==> src/rtl/usb_out_txn_ctrl.sv <==
// usb_out_txn_ctrl: host-side USB OUT sequencer; sends OUT token and DATAx payload,
// waits for the device handshake, retries on NAK/error/timeout and tracks the data toggle.
module usb_out_txn_ctrl #(
    parameter int TIMEOUT_CYCLES = 255,
    parameter int MAX_RETRIES    = 8
) (
    input  logic        clk,
    input  logic        rst,
    input  logic        start,
    input  logic [6:0]  dev_addr,
    input  logic [3:0]  endp,
    input  logic [63:0] data,
    output logic        tx_valid,
    input  logic        tx_ready,
    output logic [3:0]  tx_pid,
    output logic [6:0]  tx_addr,
    output logic [3:0]  tx_endp,
    output logic [63:0] tx_data,
    input  logic        tx_done,
    input  logic        rx_valid,
    input  logic [3:0]  rx_pid,
    input  logic        rx_err,
    output logic        busy,
    output logic        done,
    output logic        success,
    output logic [3:0]  retries_used,
    output logic        data_toggle
);
    localparam int TW = $clog2(TIMEOUT_CYCLES);
    localparam logic [3:0] PID_OUT   = 4'b0001;
    localparam logic [3:0] PID_DATA0 = 4'b0011;
    localparam logic [3:0] PID_DATA1 = 4'b1011;
    localparam logic [3:0] PID_ACK   = 4'b0010;
    localparam logic [3:0] PID_STALL = 4'b1110;

    typedef enum logic [2:0] {
        S_IDLE, S_SEND_TOKEN, S_WAIT_TOKEN, S_SEND_DATA, S_WAIT_DATA, S_WAIT_HS, S_DONE
    } state_t;

    state_t        state_q, state_d;
    logic [6:0]    addr_q, addr_d;
    logic [3:0]    endp_q, endp_d;
    logic [63:0]   data_q, data_d;
    logic [3:0]    retries_q, retries_d;
    logic          toggle_q, toggle_d;
    logic          success_q, success_d;
    logic [TW-1:0] timer_q, timer_d;
    logic          hs_ack, hs_stall, retry;

    always_comb begin
        hs_ack    = rx_valid && !rx_err && rx_pid == PID_ACK;
        hs_stall  = rx_valid && !rx_err && rx_pid == PID_STALL;
        // a received packet takes priority over the timeout in the same cycle
        retry     = (rx_valid && !hs_ack && !hs_stall) ||
                    (!rx_valid && timer_q == TW'(TIMEOUT_CYCLES - 1));
        state_d   = state_q;
        addr_d    = addr_q;
        endp_d    = endp_q;
        data_d    = data_q;
        retries_d = retries_q;
        toggle_d  = toggle_q;
        success_d = success_q;
        timer_d   = timer_q;
        case (state_q)
            S_IDLE: if (start) begin
                addr_d    = dev_addr;
                endp_d    = endp;
                data_d    = data;
                retries_d = '0;
                success_d = 1'b0;
                state_d   = S_SEND_TOKEN;
            end
            S_SEND_TOKEN: state_d = tx_ready ? S_WAIT_TOKEN : S_SEND_TOKEN;
            S_WAIT_TOKEN: state_d = tx_done ? S_SEND_DATA : S_WAIT_TOKEN;
            S_SEND_DATA:  state_d = tx_ready ? S_WAIT_DATA : S_SEND_DATA;
            S_WAIT_DATA: if (tx_done) begin
                timer_d = '0;
                state_d = S_WAIT_HS;
            end
            S_WAIT_HS: begin
                timer_d = timer_q + 1'b1;
                if (hs_ack) begin
                    success_d = 1'b1;
                    toggle_d  = !toggle_q;
                    state_d   = S_DONE;
                end else if (hs_stall) begin
                    state_d = S_DONE;
                end else if (retry) begin
                    if (retries_q < 4'(MAX_RETRIES)) begin
                        retries_d = retries_q + 1'b1;
                        state_d   = S_SEND_TOKEN;
                    end else begin
                        state_d = S_DONE;
                    end
                end
            end
            S_DONE:  state_d = S_IDLE;
            default: state_d = S_IDLE;
        endcase
    end

    always_ff @(posedge clk) begin
        if (rst) begin
            state_q   <= S_IDLE;
            addr_q    <= '0;
            endp_q    <= '0;
            data_q    <= '0;
            retries_q <= '0;
            toggle_q  <= 1'b0;
            success_q <= 1'b0;
            timer_q   <= '0;
        end else begin
            state_q   <= state_d;
            addr_q    <= addr_d;
            endp_q    <= endp_d;
            data_q    <= data_d;
            retries_q <= retries_d;
            toggle_q  <= toggle_d;
            success_q <= success_d;
            timer_q   <= timer_d;
        end
    end

    assign tx_valid     = state_q == S_SEND_TOKEN || state_q == S_SEND_DATA;
    assign tx_pid       = state_q == S_SEND_TOKEN ? PID_OUT : (toggle_q ? PID_DATA1 : PID_DATA0);
    assign tx_addr      = addr_q;
    assign tx_endp      = endp_q;
    assign tx_data      = data_q;
    assign busy         = state_q != S_IDLE;
    assign done         = state_q == S_DONE;
    assign success      = success_q;
    assign retries_used = retries_q;
    assign data_toggle  = toggle_q;
endmodule

==> config.mk <==
export PLATFORM = sky130hd
export DESIGN_NAME = usb_out_txn_ctrl
export DESIGN_NICKNAME = d
export VERILOG_FILES = /design/src/rtl/usb_out_txn_ctrl.sv
export SDC_FILE = /design/constraint.sdc
export NUM_CORES = 1
export LEC_CHECK = 0
export CAP_MARGIN = 20
export CELL_PAD_IN_SITES_DETAIL_PLACEMENT = 2
export CELL_PAD_IN_SITES_GLOBAL_PLACEMENT = 2
export CORE_ASPECT_RATIO = 0.6
export CORE_MARGIN = 2
export CORE_UTILIZATION = 19
export CTS_CLUSTER_DIAMETER = 200
export DETAILED_ROUTE_END_ITERATION = 10
export HOLD_SLACK_MARGIN = 0.15
export PLACE_DENSITY = 0.72
export SKIP_CTS_REPAIR_TIMING = 1
export SLEW_MARGIN = 25
export SYNTH_ARGS = -nofsm -noshare
export SYNTH_HDL_FRONTEND = slang
export SYNTH_SLANG_ARGS = --single-unit
==> constraint.sdc <==
create_clock -name clk -period 1.5 [get_ports clk]
set_input_delay 0.15 -clock clk [delete_from_list [all_inputs] [get_ports clk]]
set_output_delay 0.15 -clock clk [all_outputs]
set_load 0.1 [all_outputs]
==> flow_metrics.tcl, run 1 <==
set metrics [dict create \
    drive_gt1_share_pct 50.22 \
    max_slew_margin_pct 54.70 \
    required_ns 1.35 \
    ir_drop_uv 695.3 \
    violations "setup timing" \
    synthFlopType "dfxtp_1" \
    finalNetCount 751 \
    setup_ws_ns -0.2111 \
    synth_adder_area_share_pct 1.037 \
    routedWlPerCell_um 19.64 \
    syn_area_mm2 0.003620 \
    setup_tns_ns -9.284 \
    vias 4109 \
    place_area_mm2 0.006600 \
    setup_viol 86 \
    r2r_cells 7 \
    nFillCells 1908 \
    synth_fp_nets 541 \
    crit_slowest_cell "or3_4" \
    worst_pin_slew_ns 0.6794 \
    synth-simple-area-share_pct 24.82 \
    critPathMaxFanout 3 \
    numCtsBuffers 9 \
    p_total_mw 10.46 \
    slowest_delay_ns 0.41 \
    area_delta_synth_final_pct 124.9 \
    r2r_end "tx_data[35]" \
    synth.most_common_cell "nand2_1" \
    cts.sinks 92 \
    firstDrtPassIters 4 \
    grt_pass1_vias 4193 \
    path_clk_slew_ns 0.08 \
    synth_top_cell_by_area "dfxtp_1" \
    worstHoldStart "rst" \
    place_inst 862 \
    synthCells 452 \
    synthArstFlopShare_pct 0 \
    grt_first_pass_wirelength_mm 23.16 \
    ios 174 \
    final_area_mm2 0.008142 \
    die_area_mm2 0.02021 \
    synth_seq_cells 92 \
    path_cells "buf_8 > or3_4 > and2_4 > buf_12" \
    ant_nets 0 \
    synth.distinct_cells 40 \
    cts_buffer_depth 2 \
    synth-compound-area-share_pct 15.80 \
    criticalPathCategory "reg -> out" \
    fmax_mhz 584.4 \
    p_per_area_mw_per_mm2 1285 \
    critPathArrivalTime_ns 1.56 \
    synth-seq-area-share_pct 50.88 \
    diodes 0 \
    end_kind "primary output" \
    die_y_um 110.9 \
    h-tree-depth 3 \
    rr_startpoint "state_q[1]" \
    synth_edf_count 0 \
    hold_viol 0 \
    fin_cells 913 \
    clk_latency_ns 0.35 \
    cp-start-kind "flip-flop" \
    maxCapViolations 0 \
    start_util_pct 19.22 \
    synthXorXnorAreaFrac_pct 0.7259 \
    drt-vias-per-instance 4.501 \
    drv_slew 0 \
    wirelength_mm 17.93 \
    synthTopCellsByArea "dfxtp_1 51%, nand2_1 17%, a21oi_1 12%" \
    grt.total_usage_pct 14.66 \
    rows 39 \
    hp-class "in -> reg" \
    synth_top_area_share_pct 50.88 \
    leakage_nw 3.156 \
    core_area_mm2 0.01884 \
    die_w_um 182.2 \
    avgSynthCellArea_um2 8.008 \
    grt_overflow 0 \
    synthTopCellsByCount "162 x nand2_1, 92 x dfxtp_1, 86 x a21oi_1, 17 x clkbuf_1, 12 x nor2_1" \
    dp_hpwl_mm 11.36 \
    portBuffers 171 \
    synth_top_family_by_area "simple AND/OR/NAND/NOR gates" \
    status "complete, but fails checks" \
    drtIter0Drc 121 \
    min_to "tx_data[61]" \
    antenna_found_initial 0 \
    finalWorstPathRequiredPeriod_ns 1.711 \
    grt_max_degree 48 \
    reg2reg_slack_ns -0.18 \
    gp_congestion 0.7488 \
    finClkSkew_ns 0.01418 \
    yosysWarnings 0 \
    drc 0 \
    cts_tree "done" \
    post-route-period-util_pct 114.1 \
    hold_slack_ns 0.3351 \
    cts_root_buffer "clkbuf_16" \
    rsz0062_at_grt "yes" \
    hold_depth 2 \
    synth_mux_area_share_pct 0.9333 \
]
-- registers in the layout (all words and copies together), names as in the netlist --
register and cells:
data_toggle 1, retries_used 4, state_q 3, success 1, timer_q 8, tx_addr 7, tx_data 64, tx_endp 4
-- how the worst max path moves through the flow --
stage                           from    endpoint  slack (ns)  depth (start not counted)
final                     state_q[1]   tx_pid[3]       -0.21                          4
after global placement         start  tx_endp[3]       -0.22                          6
after detailed placement       start  tx_data[9]       -0.38                          6
after CTS                 state_q[0]   tx_pid[3]       -0.32                          4
after global routing      state_q[1]   tx_pid[3]       -0.25                          4
after floorplan           state_q[0]   tx_pid[3]      -0.001                          4
-- metrics by stage --
step | utilization, % | setup WS, ns
after floorplan | - | -0.001415
after global placement | 35.04 | -0.2176
after detailed placement | 35.04 | -0.3763
after CTS | 36.56 | -0.3176
after global routing | 43.22 | -0.2541
final | 43.22 | -0.2111
-- area by class of cell --
cell class	count	area, um2	share of cell area [%]
clock inverter	5	43.79	0.5379
multi-input combinational	324	2296	28.20
inverter	4	17.52	0.2152
clock buffer	11	242.7	2.981
sequential	92	1857	22.81
tap	246	307.8	3.781
timing repair buffer	231	3377	41.48
-- report_power, final --
group / total (mW) / internal [mW] / leakage [nW] / switching (mW)
Sequential: 3.01 / 2.68 / 0.756 / 0.322
Combinational: 5.19 / 2.10 / 2.27 / 3.10
Clock: 2.26 / 1.19 / 0.134 / 1.07
Total: 10.5 / 5.98 / 3.16 / 4.49
-- worst max-delay path, delay by kind of cell, from the launching register on --
kind	cells	cell delay, ns
and+or+nand+nor	2	0.57
DFF	1	0.36
buffers and inverters	2	0.28
-- metal layers --
metal / vias up / global-route usage, % / wire length (um)
met2: 121 / 24.25 / 8689
met1: 2039 / 18.21 / 7907
met4: 0 / 3.226 / 259
li1: 1929 / - / -
met5: - / 0 / 0
met3: 20 / 5.453 / 1076
-- cell families after synthesis --
group	after synthesis
simple gates	206
compound gates	106
flops	92
buf+inv	37
fa+ha+maj	3
xor+xnor	3
mux	3
other cells	2
-- layout by cell type, fill, tap and decap left out, types with 5 or more instances in the layout --
| master | Yosys | final |
|---|---|---|
| nand2_2 | 0 | 34 |
| dfxtp_1 | 92 | 84 |
| nor2_1 | 12 | 10 |
| clkdlybuf4s50_1 | 0 | 84 |
| nand4_1 | 6 | 6 |
| buf_4 | 5 | 27 |
| a21oi_2 | 0 | 65 |
| buf_8 | 0 | 5 |
| nand2_4 | 0 | 43 |
| nand2_1 | 162 | 85 |
| buf_12 | 0 | 95 |
| a21oi_1 | 86 | 21 |
| buf_6 | 5 | 9 |
| dfxtp_2 | 0 | 6 |
| clkbuf_16 | 0 | 19 |
Note: power is estimated with default switching activity, not from simulation.
==> run 2, diff against run 1 <==
--- a/config.mk
+++ b/config.mk
@@ -12,9 +12,11 @@
 export CORE_MARGIN = 2
 export CORE_UTILIZATION = 19
 export CTS_CLUSTER_DIAMETER = 200
+export CTS_CLUSTER_SIZE = 8
 export DETAILED_ROUTE_END_ITERATION = 10
 export HOLD_SLACK_MARGIN = 0.15
 export PLACE_DENSITY = 0.72
+export SETUP_SLACK_MARGIN = 0.15
 export SKIP_CTS_REPAIR_TIMING = 1
 export SLEW_MARGIN = 25
 export SYNTH_ARGS = -nofsm -noshare
==> flow_metrics.tcl, run 2 (synthesized netlist as in run 1, its figures left out) <==
set metrics [dict create \
    start_util_pct 19.22 \
    ant_nets 0 \
    cts.sinks 92 \
    area_delta_synth_final_pct 113.0 \
    hp-class "in -> reg" \
    required_ns 1.35 \
    drive_gt1_share_pct 39.57 \
    clk_latency_ns 0.34 \
    swShare_pct 41.91 \
    drtIter0Drc 75 \
    wirelength_mm 17.59 \
    grt_max_degree 93 \
    power_frac_clock_pct 22.5 \
    maxCapViolations 0 \
    p_comb_share_pct 48.2 \
    grt_overflow 0 \
    cts_root_buffer "clkbuf_16" \
    h-tree-depth 3 \
    grt.total_usage_pct 14.79 \
    nFillCells 1952 \
    ios 174 \
    p_int_mw 5.881 \
    reg2reg_slack_ns -0.19 \
    routedWlPerCell_um 19.58 \
    violations "setup timing" \
    vias 4050 \
    p_switching_mw 4.243 \
    max_slew_margin_pct 63.52 \
    utilization_pct 40.94 \
    post-route-period-util_pct 113.5 \
    place_ws_ns -0.4825 \
    layout_commonest_cell "nand2_1" \
    status "complete, but fails checks" \
    drc 0 \
    drv_slew 0 \
    criticalPathCategory "reg -> out" \
    finClkSkew_ns 0.006408 \
    antenna_found_initial 0 \
    ir_drop_uv 645.2 \
    dp_hpwl_mm 11.17 \
    setup_viol 87 \
    drt-vias-per-instance 4.510 \
    rows 39 \
    die_w_um 182.2 \
    finalNetCount 736 \
    critPathMaxFanout 4 \
    firstDrtPassIters 4 \
    die_y_um 110.9 \
    largest_reg_flops 64 \
    grt_pass1_vias 4237 \
    final_cell_mix "123 x nand2_1, 91 x buf_12, 84 x clkdlybuf4s50_1" \
    portBuffers 171 \
    cts_buffer_depth 2 \
    hold_viol 0 \
    p_total_mw 10.12 \
    critPathArrivalTime_ns 1.55 \
    core_area_mm2 0.01884 \
    grt_first_pass_wirelength_mm 23.29 \
    final_area_mm2 0.007711 \
    rsz0062_at_grt "yes" \
    cp-start-kind "flip-flop" \
    worst_pin_slew_ns 0.5472 \
    numCtsBuffers 9 \
    p_per_area_mw_per_mm2 1313 \
    gp_congestion 0.7574 \
    diodes 0 \
    p_seq_share_pct 29.4 \
    leakage_nw 2.962 \
    finalWorstPathRequiredPeriod_ns 1.703 \
    path_clk_slew_ns 0.07 \
    fmax_mhz 587.1 \
    end_kind "primary output" \
    setup_ws_ns -0.2031 \
    die_area_mm2 0.02021 \
    cts_tree "done" \
    place_area_mm2 0.006555 \
]
[run 2: cell count changes in the layout (fill, tap and decap cells not counted), sizes merged]
cell / previous run / this run
clkbuf: 21 / 23
clkinvlp: 2 / 3
buf: 137 / 122
and3b: 3 / 2
inv: 6 / 4
[run 2: final timing paths]
kind / cells past startpoint / endpoint / startpoint
worst max register to register: 7 / tx_data[43] / state_q[0]
worst max-delay path: 5 / tx_pid[3] / state_q[0]
worst min register to register: 2 / tx_data[2] / tx_data[2]
worst min-delay path: 3 / timer_q[4] / rst
[run 2: critical path, stage by stage (launching register included)]
cell     delay (ns)
dfxtp_4        0.37
buf_8          0.12
inv_4          0.03
or3_4          0.38
and2_4         0.16
buf_12         0.16
[run 2: area by class of cell]
type	instances	area, um2	share of cell area [%]
multi-input combinational	323	2012	26.09
tap	246	307.8	3.992
timing repair buffer	217	3217	41.72
clock inverter	4	31.28	0.4056
clock buffer	12	267.8	3.472
sequential	92	1858	24.10
inverter	4	17.52	0.2272
[run 2: per-stage QoR]
| step | hold WS [ns] | setup TNS [ns] | cells |
|---|---|---|---|
| 3_5_place_dp | 0.4873 | -34.78 | 856 |
| 5_1_grt | 0.3557 | -17.14 | 898 |
| 2_1_floorplan | 0.2860 | 0 | 452 |
| 3_3_place_gp | 0.4750 | -30.69 | 856 |
| 6_report | 0.3178 | -11.77 | 898 |
| 4_1_cts | 0.3351 | -10.48 | 872 |
[run 2: routing by layer]
layer	up-vias	wire length, um	share of wire, %	global-route usage, %
met5	-	0	0	0
met4	0	105	0.60	3.226
met3	11	965	5.5	5.059
met2	112	8361	48	24.73
met1	2024	8153	46	18.42
li1	1903	-	-	-
[run 2: power by group through the flow]
| stage | Sequential [mW] | Clock, mW | Combinational, mW |
|---|---|---|---|
| final | 2.97 | 2.27 | 4.88 |
| after global routing | 3.00 | 2.47 | 5.08 |
| after CTS | 2.95 | 2.37 | 4.13 |
| after detailed placement | 3.00 | 0 | 4.12 |
| after global placement | 2.98 | 0 | 4.04 |
| after floorplan | 4.43 | 0 | 1.00 |
